### config.mk
export PLATFORM = sky130hd
export DESIGN_NAME = sum_accum_flat
export DESIGN_NICKNAME = d
export VERILOG_FILES = /design/src/rtl/sum_accum_pkg.sv /design/src/rtl/sum_accum_if.sv /design/src/rtl/sum_accum_sat_add.sv /design/src/rtl/sum_accum.sv /design/src/flat_wrapper.sv
export SDC_FILE = /design/constraint.sdc
export NUM_CORES = 1
export LEC_CHECK = 0
export CAP_MARGIN = 5
export CORE_UTILIZATION = 54
export DETAILED_ROUTE_END_ITERATION = 10
export PLACE_DENSITY = 0.82
export SKIP_LAST_GASP = 1
export SYNTH_ARGS = -nofsm -noshare
export SYNTH_HDL_FRONTEND = slang
export SYNTH_SLANG_ARGS = --single-unit
### constraint.sdc
create_clock -name clk -period 3.1 [get_ports clk]
set_input_delay 0.775 -clock clk [delete_from_list [all_inputs] [get_ports clk]]
set_output_delay 0.775 -clock clk [all_outputs]
set_load 0.02 [all_outputs]
### src/rtl/sum_accum_pkg.sv
// Shared definitions for the windowed saturating accumulator.
// Holds the FSM state encoding and the default window/width parameters.
package sum_accum_pkg;

    localparam int SUM_W         = 5;
    localparam int DEF_N_SAMPLES = 4;
    localparam int DEF_ACC_W     = 8;

    typedef enum logic [1:0] {
        IDLE  = 2'd0,
        ACCUM = 2'd1,
        HOLD  = 2'd2
    } state_t;

endpackage

### src/rtl/sum_accum_if.sv
// Sample-in / result-out handshake bundle for sum_accum.
// The slave modport is the accumulator side; master is the producer/consumer side.
interface sum_accum_if #(
    parameter int ACC_W = sum_accum_pkg::DEF_ACC_W
);
    import sum_accum_pkg::*;

    logic [SUM_W-1:0] sum_in;
    logic             in_valid;
    logic             in_ready;
    logic [ACC_W-1:0] out_total;
    logic             out_ovf;
    logic             out_valid;
    logic             out_ready;

    modport slave (
        input  sum_in,
        input  in_valid,
        output in_ready,
        output out_total,
        output out_ovf,
        output out_valid,
        input  out_ready
    );

    modport master (
        output sum_in,
        output in_valid,
        input  in_ready,
        input  out_total,
        input  out_ovf,
        input  out_valid,
        output out_ready
    );

endinterface

### src/rtl/sum_accum_sat_add.sv
// W-bit unsigned adder that clamps to all-ones instead of wrapping.
// ovf reports that the true sum did not fit, i.e. the result was clamped.
module sat_add #(
    parameter int W = 8
) (
    input  logic [W-1:0] a,
    input  logic [W-1:0] b,
    output logic [W-1:0] sum,
    output logic         ovf
);

    logic [W:0] raw;

    assign raw = {1'b0, a} + {1'b0, b};
    assign ovf = raw[W];
    assign sum = raw[W] ? {W{1'b1}} : raw[W-1:0];

endmodule

### src/rtl/sum_accum.sv
// Accumulates N_SAMPLES accepted samples into a saturating total, then holds
// the total (with a sticky overflow flag) until the downstream side takes it.
module sum_accum
    import sum_accum_pkg::*;
#(
    parameter int N_SAMPLES = DEF_N_SAMPLES,
    parameter int ACC_W     = DEF_ACC_W
) (
    input  logic        clk,
    input  logic        rst,
    sum_accum_if.slave  bus
);

    localparam int CNT_W = $clog2(N_SAMPLES + 1);

    localparam logic [1:0] ST_IDLE  = IDLE;
    localparam logic [1:0] ST_ACCUM = ACCUM;
    localparam logic [1:0] ST_HOLD  = HOLD;

    logic [1:0]       state;
    logic [ACC_W-1:0] acc;
    logic [CNT_W-1:0] cnt;
    logic             ovf;

    logic [ACC_W-1:0] sample_ext;
    logic [ACC_W-1:0] add_sum;
    logic             add_ovf;
    logic             in_ready;
    logic             accept;

    assign in_ready   = (state != ST_HOLD);
    assign accept     = bus.in_valid && in_ready;
    assign sample_ext = ACC_W'(bus.sum_in);

    assign bus.in_ready  = in_ready;
    assign bus.out_valid = (state == ST_HOLD);
    assign bus.out_total = acc;
    assign bus.out_ovf   = ovf;

    sat_add #(
        .W   (ACC_W)
    ) u_sat_add (
        .a   (acc),
        .b   (sample_ext),
        .sum (add_sum),
        .ovf (add_ovf)
    );

    // The first sample of a window is loaded rather than added, so a window
    // can never inherit a stale overflow from the previous one.
    always_ff @(posedge clk) begin
        if (rst) begin
            state <= ST_IDLE;
            acc   <= '0;
            cnt   <= '0;
            ovf   <= 1'b0;
        end else begin
            case (state)
                ST_IDLE: begin
                    if (accept) begin
                        acc   <= sample_ext;
                        cnt   <= CNT_W'(1);
                        ovf   <= 1'b0;
                        state <= (N_SAMPLES == 1) ? ST_HOLD : ST_ACCUM;
                    end
                end
                ST_ACCUM: begin
                    if (accept) begin
                        acc <= add_sum;
                        ovf <= ovf | add_ovf;
                        cnt <= cnt + CNT_W'(1);
                        if (cnt == CNT_W'(N_SAMPLES - 1)) begin
                            state <= ST_HOLD;
                        end
                    end
                end
                ST_HOLD: begin
                    if (bus.out_ready) begin
                        state <= ST_IDLE;
                        acc   <= '0;
                        cnt   <= '0;
                        ovf   <= 1'b0;
                    end
                end
                default: begin
                    state <= ST_IDLE;
                    acc   <= '0;
                    cnt   <= '0;
                    ovf   <= 1'b0;
                end
            endcase
        end
    end

endmodule

### src/flat_wrapper.sv
// flat-port wrapper written by rule: the top's interface ports become plain ports
module sum_accum_flat import sum_accum_pkg::*;
#(
    parameter int N_SAMPLES = DEF_N_SAMPLES,
    parameter int ACC_W     = DEF_ACC_W
)
  (clk, rst, bus_sum_in, bus_in_valid, bus_in_ready, bus_out_total, bus_out_ovf, bus_out_valid, bus_out_ready);
  sum_accum_if #(.ACC_W(ACC_W)) bus_i ();
  input  logic clk;
  input  logic rst;
  input wire logic [$bits(bus_i.sum_in)-1:0] bus_sum_in;
  input wire logic [$bits(bus_i.in_valid)-1:0] bus_in_valid;
  output wire logic [$bits(bus_i.in_ready)-1:0] bus_in_ready;
  output wire logic [$bits(bus_i.out_total)-1:0] bus_out_total;
  output wire logic [$bits(bus_i.out_ovf)-1:0] bus_out_ovf;
  output wire logic [$bits(bus_i.out_valid)-1:0] bus_out_valid;
  input wire logic [$bits(bus_i.out_ready)-1:0] bus_out_ready;
  assign bus_i.sum_in = bus_sum_in;
  assign bus_i.in_valid = bus_in_valid;
  assign bus_in_ready = bus_i.in_ready;
  assign bus_out_total = bus_i.out_total;
  assign bus_out_ovf = bus_i.out_ovf;
  assign bus_out_valid = bus_i.out_valid;
  assign bus_i.out_ready = bus_out_ready;
  sum_accum #(.N_SAMPLES(N_SAMPLES), .ACC_W(ACC_W)) u_core (.clk(clk), .rst(rst), .bus(bus_i));
endmodule
# Yosys cells after proc, flatten, opt, wreduce, memory -nomap -nowiden
# Index checks and enable logic that the tools add are counted.
# totals
ramBits	0
mem_bits_ro	0
elab_cells	37
mem_count	0
output_inout_bits	11
latch_bits	0
regBits	14
# classes
n_mux	18
reduce_logical	4
magnitude_cmp	0
n_div	0
mul	0
n_shift	0
n_eq_ne	8
n_addsub	2
bitwise	1
# ops
cell	count
$mux 8	4
$pmux 8 s3	1
$add 8x5->9	1
$mux 3	3
$pmux 3 s3	1
$mux 2	4
$ne 2x1->1 const B	4
$pmux 2 s3	1
$reduce_and 4->1	1
$add 3x1->3 const B	1
$eq 3x2->1 const B	1
$mux 1	3
$pmux 1 s3	1
$reduce_and 3->1	1
$eq 2x1->1 const B	1
$eq 2x2->1 const B	1
$logic_not 2->1	1
$ne 2x2->1 const B	1
$logic_and 1x1->1	1
$or 1x1->1	1

# Longest topological paths before layout
# logic_depth
depth_word	4
ltp_mapped	6

# Hierarchy
# Synthesis repeated with hierarchy kept, for this count alone.
# unflattened
hier_cells	139
hier_area_um2	1128.6
# modules_own_cells
module	n_inst	area_each_um2	cells_per_inst
sum_accum	1	740.7	90
sat_add	1	387.9	49

# Worst setup path after synthesis
# No wires, ideal clock.
# synth_timing
path_type	input to register
startpoint	input port bus_sum_in[0]
endpoint	register u_core.acc[1] (netlist: u_core.bus.out_total[1])
path_buffers	0
setup_slack_ns	0.747
stages	6
t_arrival_ns	2.219
t_required_ns	2.966
cell_sequence	ha_1 fa_1 a211oi_4 o21bai_4 a2111oi_2 nor4_2
# synth_between
elab_chain_cells	4
# synth_lines
item	line_no	source
from (decl)	flat_wrapper.sv:11	input wire logic [$bits(bus_i.sum_in)-1:0] bus_sum_in;
$add 8x5->9	sum_accum_sat_add.sv:14	assign raw = {1'b0, a} + {1'b0, b};
$mux 8	sum_accum_sat_add.sv:16	assign sum = raw[W] ? {W{1'b1}} : raw[W-1:0];
$mux 8	sum_accum.sv:68	if (accept) begin
$pmux 8 s3	sum_accum.sv:58	case (state)
to (signal assigned)	sum_accum.sv:61	acc <= sample_ext;
to (signal assigned)	sum_accum.sv:69	acc <= add_sum;
to (decl)	sum_accum.sv:21	logic [ACC_W-1:0] acc;
# Every way passes these cells. The select of a mux whose other input is x is not followed.
# A chain may end at the register's enable or synchronous reset.

# Final worst setup path
# Ends and elaborated chain as after synthesis.

==> impl.org <==
** Place
- Port bufs :: 19
- Final estimated routing congestion in global placement :: 0.879
- The wire-length estimate of the detail-placed layout is around 1700 µm.

** Route
- In the routed layout, each cell is associated on average with a via count of a little over 6.
- In this run the remaining antenna-violating nets after routing total 0.
- Number of violations reported at the end of detailed-routing iteration 0 :: 27
- Final wirelength :: 2420 µm
- The final route contains ~960 vias.
- Number of optimization iterations in the first detailed-route pass :: 4
- In the final routed layout, each cell accounts on average for approximately 15 µm.
- DRC violation count after routing :: 0

** Worst setup path
- Cell-by-cell trace of the critical path :: clkdlybuf4s50_1, ha_1, fa_1, a211oi_4, o21bai_4, a2111oi_2, nor4_2
- Number of buffer and inverter stages on the critical path :: 1
- Depth of the worst register-to-register path :: 6
- For the worst setup path, the data required time is 3.28 ns.
- In this run the number of cells on the critical path is 7.
- The worst setup path is captured at a flop.
- Cell with the biggest individual delay on the critical path :: sky130_fd_sc_hd__clkdlybuf4s50_1
- The critical path starts at bus_sum_in[0].
- Across all register-to-register paths, the minimum setup slack is 1.06 ns.
- Maximum fanout encountered on the critical timing path :: 8
- Worst Setup EP :: u_core.bus.out_total[1]
- The setup path with the least slack is of type in2reg.
- STA classifies the critical path startpoint as a primary input.
- Reg2Reg Capture Point :: u_core.bus.out_total[1]
- Launch point of the worst reg-to-reg path :: u_core.bus.out_total[0]
- Worst EP arrival :: approximately 2.8 ns
- On the worst path, the slowest cell contributes a delay of ~0.44 ns.
- Cell family contributing the most delay on the critical path :: compound AO/OA/AOI/OAI gates

** Yosys
- After technology mapping, the gate count stands at 114.
- The Yosys step of the flow raised 0 warnings.
- Cell variety after synth :: between 40 and 50
- In the synthesized netlist the dominant register cell turns out to be sky130_fd_sc_hd__dfxtp_1.
- Of all flip-flops after synthesis, the portion carrying an async set or reset was 0.
- Netlist Area Pre-Place :: just over 1000 µm²
- Post-Synthesis Net Count :: roughly 130
- After synthesis the netlist holds a flip-flop and latch count of 14.
- For this run, the register share of the synthesized area comes to 0.270.
- Counting flops with a built-in enable in the synthesized netlist gives 0.
- Averaged over all synthesized cells, the footprint is 9.10 µm².

** Pwr
- Part of the total power dissipated in sequential elements :: 0.416
- The internal portion of the total power is 323 µW.
- Switching part of the total :: 0.324
- Static Leakage :: about 0.00051 µW
- The share of total power dissipated in the clock network is 0.290.
- Highest ir drop seen on vdd :: approximately 0.28 mV
- Net Sw Power :: about 150 µW
- Power after layout :: 478 µW
- The share of total power dissipated in combinational logic is 0.294.
- Power density relative to cell area :: 380 nW/µm²

** Layout
- In the final layout, the multi-input gates occupy between 600 and 700 µm².
- Register Area :: between 200 and 300 µm²
- Final antenna diode count :: 0
- Layout overhead on the synthesized area :: 21.2%
- Fraction of final layout cells sized beyond drive strength 1 :: 0.136
- Most common cell after layout, fill and taps aside :: sky130_fd_sc_hd__clkdlybuf4s50_1
- Commonest cells after routing, fill and taps aside :: sky130_fd_sc_hd__clkdlybuf4s50_1, sky130_fd_sc_hd__dfxtp_1, sky130_fd_sc_hd__nor2_1
- Number of nets in the final layout :: 150
- Fill cells in the final layout number approximately 150.

** STA
- Least-Margin Pin Slew :: roughly 0.63 ns
- On the final layout, the worst clock skew is around 0.0058 ns.
- The number of pins exceeding their max-slew limit in the final report came to 0.
- In this run the tightest slew margin relative to its limit is 0.581.
- Period Utilization, post-route :: 0.847
- Setup violations remaining at the end of the flow were counted as 0.
- Derived from the worst setup path, the maximum achievable clock frequency is approximately 380 MHz.
- The hold violation count in the final report was 0.
- Setup repair after global routing missed its margin :: false
- Subtracting the final worst setup slack from the clock period gives 2.63 ns.
- Hold slack final :: 0.478 ns
- Final setup TNS :: 0 ns

** CTS
- Number of cells upsized or downsized after cts :: 0
- Clock input transition at the sequential cells of the worst setup and hold paths :: 0.09 ns
- Clock tree buffer depth :: 2
- Count of clock tree sinks :: 14
- The tree is rooted in a sky130_fd_sc_hd__clkbuf_4.
- Number of buffers added by the clock tree synthesis step :: 3
- Post-CTS timing repair inserted 0 buffers for setup.
- H-tree level count :: 1
- Clock insertion delay at the later pin of the skew report :: about 0.29 ns
- TritonCTS clock tree :: done
- The number of hold buffers added after CTS was 0.

** Global route
- Summed over all layers, the global routing overflow is 0.
- In the global route stage, overall resource usage came out at 0.260.
- The first global-routing pass estimated 3830 µm of wire.
- Antenna violations before repair :: 0
- Largest net degree at the start of global routing :: 14
- The via count of the first global-routing pass is about 890.

** Job
- Max Cap Violations :: 0

** Floorplanning
- The initial utilization of the core area, before any placement, comes to 0.588.
- From bottom edge to top edge, the die measures about 46 µm.
- Core Footprint :: approximately 1800 µm²
- Number of top-level pins :: 20
- Row Count :: 15
- Measured along the x axis, the die boundary spans 45.8 µm.
- The die covers roughly 2100 µm².

** Hold path
- In this run the worst hold path is classified as reg2reg.

** Outcome
- Status :: completed
## how the worst min path moves through the flow
stage | slack [ns] | from | depth (start not counted) | end
after detailed placement | 0.47 | u_core.cnt[2] | 2 | u_core.cnt[2]
after CTS | 0.48 | u_core.cnt[2] | 2 | u_core.cnt[2]
after floorplan | 0.44 | u_core.cnt[2] | 2 | u_core.cnt[2]
after global routing | 0.51 | u_core.cnt[2] | 2 | u_core.cnt[2]
after global placement | 0.45 | u_core.cnt[2] | 2 | u_core.cnt[2]
final | 0.48 | u_core.cnt[2] | 2 | u_core.cnt[2]
## routing by layer
metal	wire length, µm	share of wire	track usage
met5	0	0	0
met4	91	0.038	0.171
met3	123	0.051	0.0437
met2	1110	0.46	0.429
met1	1090	0.45	0.308
## cell families (layout without fill, tap and decap cells)
kind of cell / count (synthesis) / count (layout) / synth area share
adder cells (fa/ha/maj): 8 / 8 / 0.104
buffers and inverters: 12 / 30 / 0.0651
flip-flops: 14 / 14 / 0.270
AND/OR/NAND/NOR: 37 / 37 / 0.212
XOR/XNOR: 2 / 2 / 0.0169
AO/OA/AOI/OAI: 41 / 41 / 0.332
## synthesized netlist by cell type, types with 3 or more instances
cell | count | area (µm²)
sky130_fd_sc_hd__a21oi_1 | 7 | 35.0
sky130_fd_sc_hd__a31oi_1 | 4 | 25.0
sky130_fd_sc_hd__nor2_1 | 13 | 48.8
sky130_fd_sc_hd__and3_1 | 3 | 18.8
sky130_fd_sc_hd__nand3_1 | 3 | 15.0
sky130_fd_sc_hd__nand2_1 | 4 | 15.0
sky130_fd_sc_hd__o21ai_0 | 3 | 15.0
sky130_fd_sc_hd__a21o_1 | 3 | 22.5
sky130_fd_sc_hd__dfxtp_1 | 14 | 280
sky130_fd_sc_hd__ha_1 | 7 | 87.6
sky130_fd_sc_hd__inv_1 | 6 | 22.5
## registers in the layout, indices dropped and copies added (netlist names)
signal                flops
u_core.bus.out_ovf        1
u_core.bus.out_total      8
u_core.cnt                3
u_core.state              2
## through the flow
step	util	area, µm²	setup slack (ns)	cells
floorplan	-	1040	0.747	114
global placement	0.692	1220	0.253	153
detailed placement	0.692	1220	0.189	153
CTS	0.713	1260	0.478	157
global route	0.713	1260	0.410	157
finish	0.713	1260	0.473	157
## power by group through the flow
stage / registers (µW) / logic [µW] / clock network [µW]
6_report: 199 / 140 / 139
5_1_grt: 200 / 151 / 145
4_1_cts: 199 / 139 / 137
3_5_place_dp: 203 / 137 / 0
3_3_place_gp: 202 / 132 / 0
2_1_floorplan: 207 / 92.3 / 0
## worst reg2reg max path: cells and delay by family (launching register included)
| kind | cells | cell delay (ns) |
|---|---|---|
| AO/OA/AOI/OAI | 3 | 0.82 |
| adder cells (fa/ha/maj) | 2 | 0.68 |
| flip-flops | 1 | 0.35 |
| AND/OR/NAND/NOR | 1 | 0.08 |
## layout make-up
| type | instances | share of cell area |
|---|---|---|
| Clock buffer | 4 | 0.0289 |
| Sequential cell | 14 | 0.223 |
| Multi-Input combinational cell | 88 | 0.548 |
| Inverter | 6 | 0.0179 |
| Tap cell | 25 | 0.0249 |
| Timing Repair Buffer | 20 | 0.157 |
No activity file was read; power rests on OpenSTA's default activity.
